File: src/rtl/params_pkg.sv
// Shared types and defaults for the instruction/data Wishbone arbiter.
package params_pkg;

    // Arbiter sequencing: wait for a request, run one bus cycle for the
    // granted side, then spend one cycle reporting completion.
    typedef enum logic [1:0] {
        ARB_IDLE    = 2'd0,
        ARB_GRANT_I = 2'd1,
        ARB_GRANT_D = 2'd2,
        ARB_RESP    = 2'd3
    } arb_state_t;

    // Bus cycles allowed without ack/err before a transaction is aborted.
    localparam int unsigned ARB_TIMEOUT_DEFAULT = 255;

endpackage

File: src/rtl/wb_mem_arbiter.sv
// Two-port (fetch / load-store) arbiter onto a single Wishbone B4 classic
// master. One transaction in flight at a time; all outputs are registered.
//
// Handshake: a side raises its req level with address/controls stable and
// holds it until its done pulse. done is a one-cycle pulse; err qualifies it
// and rdata is valid only in that cycle. A req still high in the cycle after
// done counts as a new request.
module wb_mem_arbiter
    import params_pkg::*;
#(
    parameter int unsigned TIMEOUT_CYCLES = ARB_TIMEOUT_DEFAULT
) (
    input  logic        clk_i,
    input  logic        rst_ni,

    input  logic        imem_req_i,
    input  logic [31:0] imem_addr_i,
    output logic [31:0] imem_rdata_o,
    output logic        imem_done_o,
    output logic        imem_err_o,

    input  logic        dmem_req_i,
    input  logic        dmem_we_i,
    input  logic [31:0] dmem_addr_i,
    input  logic [31:0] dmem_wdata_i,
    input  logic [3:0]  dmem_sel_i,
    output logic [31:0] dmem_rdata_o,
    output logic        dmem_done_o,
    output logic        dmem_err_o,

    output logic        wb_cyc_o,
    output logic        wb_stb_o,
    output logic        wb_we_o,
    output logic [31:0] wb_adr_o,
    output logic [31:0] wb_dat_o,
    output logic [3:0]  wb_sel_o,
    input  logic [31:0] wb_dat_i,
    input  logic        wb_ack_i,
    input  logic        wb_err_i,

    output logic        busy_o,
    output arb_state_t  state_o
);

    // Counter value seen in the last permitted GRANT cycle.
    localparam logic [15:0] TIMEOUT_LAST = 16'(TIMEOUT_CYCLES - 1);

    logic        last_grant_d;  // 1: data side won the most recent grant
    logic [15:0] timeout_cnt;
    logic        pick_d;
    logic        pick_i;
    logic        bus_ok;
    logic        bus_end;

    // Data wins when it asks alone, or when both ask and fetch was served last.
    assign pick_d  = dmem_req_i && (!imem_req_i || !last_grant_d);
    assign pick_i  = imem_req_i && !pick_d;
    // An error, even alongside ack, turns the cycle into a failure.
    assign bus_ok  = wb_ack_i && !wb_err_i;
    assign bus_end = wb_ack_i || wb_err_i || (timeout_cnt == TIMEOUT_LAST);

    // Arbiter FSM with registered bus and completion outputs.
    always_ff @(posedge clk_i) begin
        if (!rst_ni) begin
            state_o      <= ARB_IDLE;
            last_grant_d <= 1'b0;
            timeout_cnt  <= '0;
            busy_o       <= 1'b0;
            wb_cyc_o     <= 1'b0;
            wb_stb_o     <= 1'b0;
            wb_we_o      <= 1'b0;
            wb_adr_o     <= '0;
            wb_dat_o     <= '0;
            wb_sel_o     <= '0;
            imem_rdata_o <= '0;
            imem_done_o  <= 1'b0;
            imem_err_o   <= 1'b0;
            dmem_rdata_o <= '0;
            dmem_done_o  <= 1'b0;
            dmem_err_o   <= 1'b0;
        end else begin
            // Completion outputs are single-cycle pulses.
            imem_done_o  <= 1'b0;
            imem_err_o   <= 1'b0;
            imem_rdata_o <= '0;
            dmem_done_o  <= 1'b0;
            dmem_err_o   <= 1'b0;
            dmem_rdata_o <= '0;

            case (state_o)
                ARB_IDLE: begin
                    if (pick_d) begin
                        state_o      <= ARB_GRANT_D;
                        last_grant_d <= 1'b1;
                        timeout_cnt  <= '0;
                        busy_o       <= 1'b1;
                        wb_cyc_o     <= 1'b1;
                        wb_stb_o     <= 1'b1;
                        wb_we_o      <= dmem_we_i;
                        wb_adr_o     <= dmem_addr_i;
                        wb_dat_o     <= dmem_wdata_i;
                        wb_sel_o     <= dmem_sel_i;
                    end else if (pick_i) begin
                        state_o      <= ARB_GRANT_I;
                        last_grant_d <= 1'b0;
                        timeout_cnt  <= '0;
                        busy_o       <= 1'b1;
                        wb_cyc_o     <= 1'b1;
                        wb_stb_o     <= 1'b1;
                        wb_we_o      <= 1'b0;
                        wb_adr_o     <= imem_addr_i;
                        wb_dat_o     <= '0;
                        wb_sel_o     <= 4'hF;
                    end
                end

                ARB_GRANT_I, ARB_GRANT_D: begin
                    if (bus_end) begin
                        state_o  <= ARB_RESP;
                        wb_cyc_o <= 1'b0;
                        wb_stb_o <= 1'b0;
                        if (state_o == ARB_GRANT_D) begin
                            dmem_done_o  <= 1'b1;
                            dmem_err_o   <= !bus_ok;
                            dmem_rdata_o <= (bus_ok && !wb_we_o) ? wb_dat_i : '0;
                        end else begin
                            imem_done_o  <= 1'b1;
                            imem_err_o   <= !bus_ok;
                            imem_rdata_o <= bus_ok ? wb_dat_i : '0;
                        end
                    end else begin
                        timeout_cnt <= timeout_cnt + 16'd1;
                    end
                end

                ARB_RESP: begin
                    state_o <= ARB_IDLE;
                    busy_o  <= 1'b0;
                end

                default: begin
                    state_o <= ARB_IDLE;
                    busy_o  <= 1'b0;
                end
            endcase
        end
    end

endmodule

File: config.mk
export PLATFORM = sky130hd
export DESIGN_NAME = wb_mem_arbiter
export DESIGN_NICKNAME = d
export VERILOG_FILES = /design/src/rtl/params_pkg.sv /design/src/rtl/wb_mem_arbiter.sv
export SDC_FILE = /design/constraint.sdc
export NUM_CORES = 1
export LEC_CHECK = 0
export CAP_MARGIN = 20
export CORE_MARGIN = 1
export CORE_UTILIZATION = 45
export CTS_BUF_LIST = sky130_fd_sc_hd__clkbuf_2
export CTS_CLUSTER_SIZE = 25
export DETAILED_ROUTE_END_ITERATION = 16
export PLACE_DENSITY_LB_ADDON = 0.2
export RECOVER_POWER = 50
export SETUP_SLACK_MARGIN = 0.2
export SYNTH_ARGS = -nofsm -noshare
export SYNTH_HDL_FRONTEND = slang
export SYNTH_SLANG_ARGS = --single-unit
File: constraint.sdc
create_clock -name clk_i -period 3.1 [get_ports clk_i]
set_input_delay 0.62 -clock clk_i [delete_from_list [all_inputs] [get_ports clk_i]]
set_output_delay 0.62 -clock clk_i [all_outputs]
set_load 0.01 [all_outputs]
=== Word-level counts from Yosys, hierarchy flattened ===
Cells that the tools add are included.

* Add/sub/neg operators: 1
* $mul: 0
* Div/mod/pow operators: 0
* Order comparisons: 0
* Equality and inequality tests: 7
* Shift operators: 0
* Mux-type cells: 24
* Bitwise gates (word level): 4
* Reductions and logical operators: 28

{| class="wikitable"
|+ Operators by type and width
! cell !! count
|-
| $mux 32 || 4
|-
| $mux 16 || 3
|-
| $pmux 16 s2 || 1
|-
| $add 16x1->16 const B || 1
|-
| $eq 16x8->1 const B || 1
|-
| $reduce_and 3->1 || 3
|-
| $mux 1 || 8
|-
| $mux 4 || 2
|-
| $logic_not 1->1 || 6
|-
| $mux 2 || 3
|-
| $pmux 2 s3 || 1
|-
| $reduce_and 2->1 || 3
|-
| $reduce_bool 2->1 || 3
|-
| $reduce_and 5->1 || 1
|-
| $reduce_or 5->1 || 1
|-
| $eq 2x2->1 const B || 2
|-
| $logic_and 1x1->1 || 4
|-
| $ne 2x2->1 const B || 2
|-
| $not 1->1 || 4
|-
| $pmux 1 s2 || 2
|-
| $reduce_and 4->1 || 1
|-
| $reduce_or 4->1 || 1
|-
| $logic_or 1x1->1 || 3
|-
| $ne 3x3->1 const B || 1
|-
| other kinds (3) || 3
|}

* Register bits: 158
* Latch bits: 0
* Memory bits (writable): 0
* Bits in read-only memories: 0
* Bits of input ports: 139
* Output and inout bits: 142
* Word-level logic and storage cells: 79
* Memories: 0

=== Depth between registers and ports, before layout ===
Gate-level depths: netlist (run 1).

* Depth after elaboration: 8
* Gate-level depth with buffers: 8
* Depth with buffers taken out: 6

=== Least setup slack after synthesis (run 1) ===
Ideal clock, no wire load.

* Kind: register to register
* Start point: register state_o[0]
* End point: register timeout_cnt[7]
* Data arrival time: 1.776 ns
* Setup slack: 1.193 ns
* Cell stages (with the launch flop): 9
* Cells stage by stage: dfxtp_1 > inv_1 > ha_1 > buf_2 > o21a_1 > a41o_1 > buf_6 > o311ai_1 > o31ai_1

* Cells in the longest elaborated chain, start to end: 4

{| class="wikitable"
|+ Ends and longest elaborated chain
! what !! line !! RTL
|-
| from (decl) || wb_mem_arbiter.sv:42 || <nowiki>output arb_state_t state_o</nowiki>
|-
| from (signal assigned) || wb_mem_arbiter.sv:65 || <nowiki>state_o <= ARB_IDLE;</nowiki>
|-
| from (signal assigned) || wb_mem_arbiter.sv:93 || <nowiki>state_o <= ARB_GRANT_D;</nowiki>
|-
| from (signal assigned) || wb_mem_arbiter.sv:104 || <nowiki>state_o <= ARB_GRANT_I;</nowiki>
|-
| $eq 2x2->1 or $eq 2x1->1 (tied branches) || wb_mem_arbiter.sv:90 || <nowiki>case (state_o)</nowiki>
|-
| $reduce_or 2->1 || wb_mem_arbiter.sv:90 ||
|-
| $ne 2x2->1 (no line) or $reduce_bool 2->1 (tied branches) || - ||
|-
| $reduce_and 3->1 (no line) || - ||
|-
| to (signal assigned) || wb_mem_arbiter.sv:132 || <nowiki>timeout_cnt <= timeout_cnt + 16'd1;</nowiki>
|-
| to (decl) || wb_mem_arbiter.sv:49 || <nowiki>logic [15:0] timeout_cnt;</nowiki>
|}

Several ways; a longest one is shown, not always the timed one.
A chain may end at the register's enable or synchronous reset.

=== Worst setup path after layout (run 1) ===
* Start point: register state_o[0]
* End point: register wb_dat_o[24]

* Cells in the longest elaborated chain, start to end: 2

{| class="wikitable"
|+ Ends and longest elaborated chain
! what !! line !! RTL
|-
| $logic_not 2->1 || wb_mem_arbiter.sv:90 ||
|-
| $reduce_and 2->1 (no line) || - ||
|-
| to (signal assigned) || wb_mem_arbiter.sv:101 || <nowiki>wb_dat_o <= dmem_wdata_i;</nowiki>
|-
| to (decl) || wb_mem_arbiter.sv:35 || <nowiki>output logic [31:0] wb_dat_o,</nowiki>
|}

Every way passes these cells.

==> impl_results.md, run 1 <==
- Fin nets: 983
- HPWL after DPL: 13230 µm
- Period minus WS final: 2.611 ns
- Area leader, netlist: dfxtp_1
- Via density per instance: 5.280
- Peak supply drop: 0.3875 mV
- First-pass GRT wire length: 27370 µm
- Final setup fails: 0
- DRC: 0
- Clock Tree Root: clkbuf_2
- Port-buffer cells: 280
- Gate Count Post-Synth: 582
- Layout fillers: 1040
- Finished Cell Area: 0.009238 mm²
- FP Rows: 42
- Post-synth top cells: dfxtp_1, and2_1, nand2_1
- Seq pwr share: 0.403
- Final Hold Fails: 0
- Clock Pin Slew Worst Setup and Hold Paths: 0.23 ns
- Final ANT Viol Nets: 0
- FMAX: 383.0 MHz
- NetSw: 0.002524 W
- Die ar.: 0.01428 mm²
- Combinational share of power: 0.445
- Mapped Area: 0.006215 mm²
- Initial antenna violation count: 1
- Slew margin rel.: 0.1979
- DRT Pass-1 Iters: 7
- Final setup skew: 0.02066 ns
- Final WL: 17820 µm
- Die Y-Extent: 119.5 µm
- Post-Route Setup TNS: 0 ns
- Critical Path Start Type: register
- CP Data Required Time: 3.77 ns
- Starting Density: 0.4656
- #FFs+latches synth: 158
- Clk pwr share: 0.152
- Worst Hold Class: primary input to register
- Post-DP Area: 0.009067 mm²
- Multi-input combinational cell area: 0.002745 mm²
- YS warnings: 0
- Clock Sinks: 158
- Yosys cell types: 68
- Clk Latency, worst-skew pair: 0.74 ns
- CP Capture Type: register
- H-tree Lvls: 4
- Seq/Total Area, Yosys: 0.5090
- Pwr dens: 709.6 mW/mm²
- Iter 0 DRT Violations: 341
- Reg area: 0.003163 mm²
- Via count: 5428
- Synth Flop Type: dfxtp_1
- Synth top area cells: dfxtp_1, and2_1, o211a_1
- Grt ovf: 0
- Tcrit/Tclk final: 0.8423
- Routed length per placed instance: 17.33 µm
- Largest net degree at the start of global routing: 77
- Status: finished clean
- Setup Buffers After CTS: 0
- Count leader, synth: dfxtp_1
- # hold bufs at CTS: 0
- Yosys top cell area share: 0.5090
- Post-Synthesis Mean Instance Area: 10.68 µm²
- RSZ-0062 raised after global routing: no
- Syn_nets: 727
- Crit Path Category: register to register
- Share of post-route cells with drive strength above 1: 0.07521
- Clock Tree Buf Depth: 2
- Total GRT Usage: 0.2491
- CP arrival: 3.29 ns
- Core area: 0.01335 mm²
- Vias in the first global route: 5398
- Max Cap Viol: 0
- Crit-path max FO: 35
- Switching Fraction: 0.3850
- Max-slew violations: 0
- Worst-Margin Slew: 1.200 ns
- CTS tree: built
- I/O Pins: 281
- FFs w/ async S/R, synth: 0
- GP Congestion: 0.8511
- Leak: 3.950 nW
- Pint: 0.004031 W
- R2R Setup Slk: 0.49 ns
- Chip width: 119.5 µm
- Post-CTS Resized: 0
- Layout area overhead: 48.64%
- Total CTS buffers: 17
- Post-synth EDFFs: 0
==> cell families after synthesis <==
| family | share of synthesized area |
|---|---|
| flops | 0.5090 |
| mux | 0.05154 |
| fa+ha+maj | 0.01208 |
| buf+inv | 0.04932 |
| compound gates | 0.1725 |
| simple gates | 0.2056 |
==> flip-flops by register name (all words and copies together) (netlist names), 2 cells and up <==
register / flops
wb_sel_o: 4
timeout_cnt: 16
wb_adr_o: 32
wb_dat_o: 32
dmem_rdata_o: 32
state_o: 2
imem_rdata_o: 32
==> final cells by class <==
class / instances / share of cell area
clock inverters: 14 / 0.01192
diodes: 1 / 0.0002709
flip-flops and latches: 158 / 0.3424
repair buffers: 290 / 0.3126
clock buffers: 18 / 0.009752
multi-input cells: 366 / 0.2972
well taps: 176 / 0.02384
inverters: 5 / 0.002032
==> routing by layer <==
metal	part of all wire	GRT usage	vias to the layer above
li1	-	-	2608
met2	0.51	0.4408	272
met3	0.090	0.09125	42
met5	0	0	-
met4	0.036	0.1313	0
met1	0.36	0.2553	2506
==> critical path: stages (launching register included) <==
cell,delay [ns]
dfxtp_1,0.39
inv_1,0.15
ha_1,0.23
or3b_4,0.48
nand2_1,0.90
a22oi_1,0.25
nor2b_1,0.15
==> power groups by stage <==
stage / registers [W] / logic [W] / clock network [W]
2_1_floorplan: 0.00284 / 0.00153 / 0
3_3_place_gp: 0.00267 / 0.00290 / 0
3_5_place_dp: 0.00268 / 0.00299 / 0
4_1_cts: 0.00265 / 0.00300 / 0.00103
5_1_grt: 0.00269 / 0.00316 / 0.00112
6_report: 0.00264 / 0.00292 / 0.000997
==> worst paths after layout <==
check,endpoint,cells after the start,from
hold / removal,wb_adr_o[8],2,rst_ni
setup reg to reg,wb_dat_o[24],6,state_o[0]
setup / recovery,wb_dat_o[24],6,state_o[0]
hold reg to reg,wb_adr_o[1],1,wb_adr_o[1]
==> per-stage QoR <==
stage | hold WS [ns] | power, W | std cells | utilization | setup slack, ns
global placement | 0.4795 | 0.005569 | 995 | 0.6793 | 0.5112
floorplan | 0.4770 | 0.004369 | 582 | - | 1.193
finish | 0.2686 | 0.006555 | 1028 | 0.6921 | 0.4889
global route | 0.2086 | 0.006969 | 1028 | 0.6921 | 0.2341
CTS | 0.1874 | 0.006680 | 1027 | 0.6943 | 0.5668
detailed placement | 0.4875 | 0.005673 | 995 | 0.6793 | 0.4503
==> layout by cell type, fill, tap and decap left out, types with 6 or more instances in the layout <==
cell and instances:
dlygate4sd3_1 73, inv_6 6, dfxtp_1 158, ha_1 6
nand2_1 46, o211a_1 33, nor3_1 6, a41oi_1 6
clkdlybuf4s50_1 206, nand4_1 6, clkbuf_2 19, nand3_1 8
mux2i_1 32, nor2b_1 35, a22oi_1 33, and2_1 67
Power figures use the tool's default switching activity.
==> inputs of run 2 (changes only) <==
--- a/config.mk
+++ b/config.mk
@@ -7,7 +7,7 @@
 export LEC_CHECK = 0
 export CAP_MARGIN = 20
 export CORE_MARGIN = 1
-export CORE_UTILIZATION = 45
+export CORE_UTILIZATION = 43
 export CTS_BUF_LIST = sky130_fd_sc_hd__clkbuf_2
 export CTS_CLUSTER_SIZE = 25
 export DETAILED_ROUTE_END_ITERATION = 16
==> constraint.sdc (replaced) <==
create_clock -name clk_i -period 2.56 [get_ports clk_i]
set_input_delay 0.512 -clock clk_i [delete_from_list [all_inputs] [get_ports clk_i]]
set_output_delay 0.512 -clock clk_i [all_outputs]
set_load 0.01 [all_outputs]
==> run 2 against run 1 <==
  * Cell count rose by 0.97%
  * Clock skew is 0.0093 ns higher
  * Combinational power is 28% higher
  * Sequential share of layout area fell by 0.41 points
  * Final area increased by 1.2%
  * Largest cell class unchanged
  * Largest power group unchanged
==> impl_results.md, run 2 (same netlist as run 1, synthesis figures left out) <==
- Total CTS buffers: 17
- Post-CTS Resized: 0
- Largest net degree at the start of global routing: 56
- GP Congestion: 0.8670
- Iter 0 DRT Violations: 290
- Vias in the first global route: 5352
- Layout fillers: 1098
- Clk Latency, worst-skew pair: 0.70 ns
- Post-Route Setup TNS: 0 ns
- Final Hold Fails: 0
- FMAX: 435.4 MHz
- CP arrival: 2.89 ns
- Finished Cell Area: 0.009350 mm²
- Non-Filler Instances: 1038
- HPWL after DPL: 13330 µm
- Final ANT Viol Nets: 0
- Most used cells in the layout excluding fill and tap cells: clkdlybuf4s50_1, dfxtp_1, and2_1
- Most common cell after layout, fill and taps aside: clkdlybuf4s50_1
- Die ar.: 0.01494 mm²
- Die Y-Extent: 122.2 µm
- # hold bufs at CTS: 0
- Layout area overhead: 50.45%
- Fin nets: 990
- Clock Tree Root: clkbuf_2
- Pre-CTS setup slack: 0.1862 ns
- Crit-path max FO: 18
- CTS tree: built
- Final setup skew: 0.02995 ns
- CP Capture Type: register
- Number of diodes: 0
- DRT Pass-1 Iters: 7
- Final worst slack: 0.2634 ns
- Period minus WS final: 2.297 ns
- Clock Pin Slew Worst Setup and Hold Paths: 0.24 ns
- Post-DP Area: 0.009138 mm²
- Final WL: 18010 µm
- DRC: 0
- I/O Pins: 281
- CP Data Required Time: 3.16 ns
- Max-slew violations: 0
- Peak supply drop: 0.4364 mV
- First-pass GRT wire length: 27210 µm
- Total GRT Usage: 0.2376
- H-tree Lvls: 4
- Starting Density: 0.4443
- Routed length per placed instance: 17.35 µm
- Slew margin rel.: 0.5456
- Crit Path Category: register to register
- Overall Power: 0.008370 W
- Tcrit/Tclk final: 0.8971
- Chip width: 122.2 µm
- Share of post-route cells with drive strength above 1: 0.08159
- Port-buffer cells: 280
- Clock Tree Buf Depth: 2
- Pwr dens: 895.1 mW/mm²
- Leak: 3.764 nW
- Core area: 0.01399 mm²
- Status: finished clean
- Setup Buffers After CTS: 0
- Via density per instance: 5.233
- Worst Hold Class: primary input to register
- Min-Delay Path Depth: 2
- Final setup fails: 0
- Initial antenna violation count: 0
- Critical Path Start Type: register
- Max Cap Viol: 0
- Grt ovf: 0
- Via count: 5432
- RSZ-0062 raised after global routing: no
- Reg2reg path depth: 6
- Clock Sinks: 158
- FP Rows: 43
- Worst-Margin Slew: 0.6801 ns
- Inst Count DP: 1006
## run 2: cell types whose count changed in the layout (fill, tap and decap cells not counted), moves of 2 or more
cell             before  now
and2_1               67   49
and2_0                0   18
clkdlybuf4s50_1     206  278
dlygate4sd3_1        73    0
inv_6                 6    4
bufinv_16             0    3
buf_4                 5   12
clkbuf_2             19   22
## run 2: area by class of cell
class / instances / area, µm² / share of cell area
multi-input cells: 366 / 2743 / 0.2933
flip-flops and latches: 158 / 3163 / 0.3383
repair buffers: 297 / 2942 / 0.3146
clock buffers: 20 / 100.1 / 0.01071
inverters: 5 / 18.77 / 0.002007
clock inverters: 12 / 158.9 / 0.01699
well taps: 180 / 225.2 / 0.02409
## run 2: worst max-delay path, cell delays in order, from the launching register on
cell and delay [ns]:
dfxtp_1 0.40, inv_1 0.15, ha_1 0.19, or3b_1 0.60, and2_0 0.37, buf_4 0.24, o221a_1 0.25
## run 2: through the flow
stage | hold WS, ns | utilization
final | 0.3618 | 0.6684
after global placement | 0.4791 | 0.6532
after global routing | 0.2852 | 0.6684
after CTS | 0.2386 | 0.6717
after detailed placement | 0.4854 | 0.6532
after floorplan | 0.4770 | -
## run 2: path summary, 6_finish.rpt
check | start | end | slack [ns]
setup / recovery | state_o[0] | wb_sel_o[2] | 0.26
hold / removal | wb_dat_i[16] | dmem_rdata_o[16] | 0.36
hold reg to reg | state_o[1] | state_o[1] | 0.51
setup reg to reg | state_o[0] | wb_sel_o[2] | 0.26
## run 2: report_power, final
| group | switching, W | internal, W |
|---|---|---|
| sequential | 0.000250 | 0.00293 |
| combinational | 0.00193 | 0.00181 |
| clock | 0.000878 | 0.000567 |
| total | 0.00306 | 0.00531 |
## run 2: per-layer routing
metal / vias up / track usage / part of all wire
met5: - / 0 / 0
li1: 2612 / - / -
met3: 30 / 0.08736 / 0.098
met2: 267 / 0.4112 / 0.49
met1: 2523 / 0.2631 / 0.39
met4: 0 / 0.09299 / 0.023
==> inputs of run 3 (changes only) <==
--- a/config.mk
+++ b/config.mk
@@ -5,9 +5,11 @@
 export SDC_FILE = /design/constraint.sdc
 export NUM_CORES = 1
 export LEC_CHECK = 0
-export CAP_MARGIN = 20
+export CAP_MARGIN = 25
+export CELL_PAD_IN_SITES_DETAIL_PLACEMENT = 0
+export CELL_PAD_IN_SITES_GLOBAL_PLACEMENT = 1
 export CORE_MARGIN = 1
-export CORE_UTILIZATION = 43
+export CORE_UTILIZATION = 32
 export CTS_BUF_LIST = sky130_fd_sc_hd__clkbuf_2
 export CTS_CLUSTER_SIZE = 25
 export DETAILED_ROUTE_END_ITERATION = 16
==> run 3 against run 2 <==
  * Count of clock-buffer cells in the layout shrank 3
  * Global-route usage shrank 5.0 points
  * Sequential power is essentially flat
  * Utilization shrank 17 points
  * Critical path type is now register to output pin
  * Setup slack gained 0.021 ns
  * Via count shrank 2.1%
  * Critical path depth shrank 5
  * Flip-flop and latch count is the same
  * Power shrank 1.9%
==> impl_results.md, run 3 (same netlist as run 1, synthesis figures left out) <==
- Final Hold Fails: 0
- CP Capture Type: output pin
- Clk Latency, worst-skew pair: 0.74 ns
- Slew margin rel.: 0.5441
- CP peak stage delay: 0.59 ns
- Clock Pin Slew Worst Setup and Hold Paths: 0.26 ns
- Fin nets: 988
- Pwr dens: 873.1 mW/mm²
- Via count: 5319
- Setup Buffers After CTS: 0
- Max-slew violations: 0
- R2R Setup Slk: 0.30 ns
- Crit Path Category: register to output pin
- Port-buffer cells: 280
- Final setup fails: 0
- Total CTS buffers: 17
- Iter 0 DRT Violations: 313
- Routed length per placed instance: 16.45 µm
- Pint: 0.005053 W
- Crit-path max FO: 4
- Crit-path cells: clkdlybuf4s50_1
- Worst-Margin Slew: 0.6815 ns
- Clock Tree Buf Depth: 2
- Chip width: 141.4 µm
- Clock Sinks: 158
- Starting Density: 0.3289
- CP arrival: 1.76 ns
- H-tree Lvls: 4
- Switching Fraction: 0.3845
- Initial antenna violation count: 1
- Top delay family on crit path: buffers and inverters
- Share of post-route cells with drive strength above 1: 0.09229
- Status: finished clean
- Period minus WS final: 2.275 ns
- I/O Pins: 281
- Most used cells in the layout excluding fill and tap cells: clkdlybuf4s50_1, dfxtp_1, and2_1
- Clk pwr share: 0.168
- NetSw: 0.003156 W
- DRC: 0
- FMAX: 439.5 MHz
- Hold_ws: 0.2514 ns
- CTS tree: built
- Total GRT Usage: 0.1874
- Critical path buffer and inverter count: 1
- Final setup skew: 0.03727 ns
- Via density per instance: 4.762
- Final ANT Viol Nets: 0
- CP max-delay cell: clkdlybuf4s50_1
- Worst Hold Class: primary input to register
- Layout area overhead: 51.28%
- HPWL after DPL: 13230 µm
- First-pass GRT wire length: 28950 µm
- Die Y-Extent: 141.4 µm
- Critical Path Start Type: register
- Final WL: 18380 µm
- Post-Route Setup TNS: 0 ns
- Die ar.: 0.01998 mm²
- Combinational share of power: 0.442
- GP Congestion: 0.8085
- # hold bufs at CTS: 0
- Tcrit/Tclk final: 0.8888
- Core area: 0.01889 mm²
- Max Cap Viol: 0
- CP Data Required Time: 2.05 ns
- Seq pwr share: 0.389
- Grt ovf: 0
- Largest net degree at the start of global routing: 94
- Leak: 3.751 nW
- Vias in the first global route: 5323
- Peak supply drop: 0.5329 mV
- Most common cell after layout, fill and taps aside: clkdlybuf4s50_1
- DRT Pass-1 Iters: 4
- Clock Tree Root: clkbuf_2
- Layout fillers: 1770
- FP Rows: 50
- RSZ-0062 raised after global routing: no
-- run 3: worst paths after layout --
check	startpoint	to	depth (start not counted)
setup / recovery	state_o[0]	state_o[0]	1
hold / removal	rst_ni	timeout_cnt[14]	5
setup reg to reg	state_o[0]	timeout_cnt[10]	7
hold reg to reg	state_o[1]	state_o[1]	2
-- run 3: per-stage QoR --
step                      cell area (µm²)  cells  setup slack, ns  utilization  power, W
after detailed placement             9235   1084           0.2201       0.4888  0.006975
after CTS                            9470   1116           0.2036       0.5013  0.008402
after floorplan                      6215    582           0.6534            -  0.005290
final                                9402   1117           0.2848       0.4976  0.008209
after global placement               9235   1084           0.2430       0.4888  0.006921
after global routing                 9402   1117           0.1239       0.4976  0.008770
-- run 3: power groups by stage --
stage          Sequential [W]  Clock (W)  Combinational (W)
2_1_floorplan         0.00344          0            0.00185
3_3_place_gp          0.00323          0            0.00369
3_5_place_dp          0.00324          0            0.00374
4_1_cts               0.00320    0.00145            0.00375
5_1_grt               0.00325    0.00157            0.00394
6_report              0.00319    0.00138            0.00363
-- run 3: layout make-up --
cell class | instances | area [µm²] | area share
sequential | 158 | 3172 | 0.3374
tap | 260 | 325.3 | 0.03460
timing repair buffer | 295 | 2904 | 0.3089
inverter | 5 | 18.77 | 0.001996
antenna | 1 | 2.502 | 0.0002662
multi-input combinational | 366 | 2745 | 0.2920
clock inverter | 15 | 148.9 | 0.01584
clock buffer | 17 | 85.08 | 0.009050
-- run 3: routing by layer --
layer	global-route usage	wire length, µm	share of wire
met1	0.2178	7534	0.41
met2	0.3166	9031	0.49
met3	0.07054	1517	0.083
met4	0.06236	293	0.016
met5	0	0	0
-- run 3: repair_timing --
action                     4_1_cts  5_1_grt
resized for setup                5       15
hold endpoints to repair         0        0
setup endpoints to repair        5       16
pin swaps                        0        0
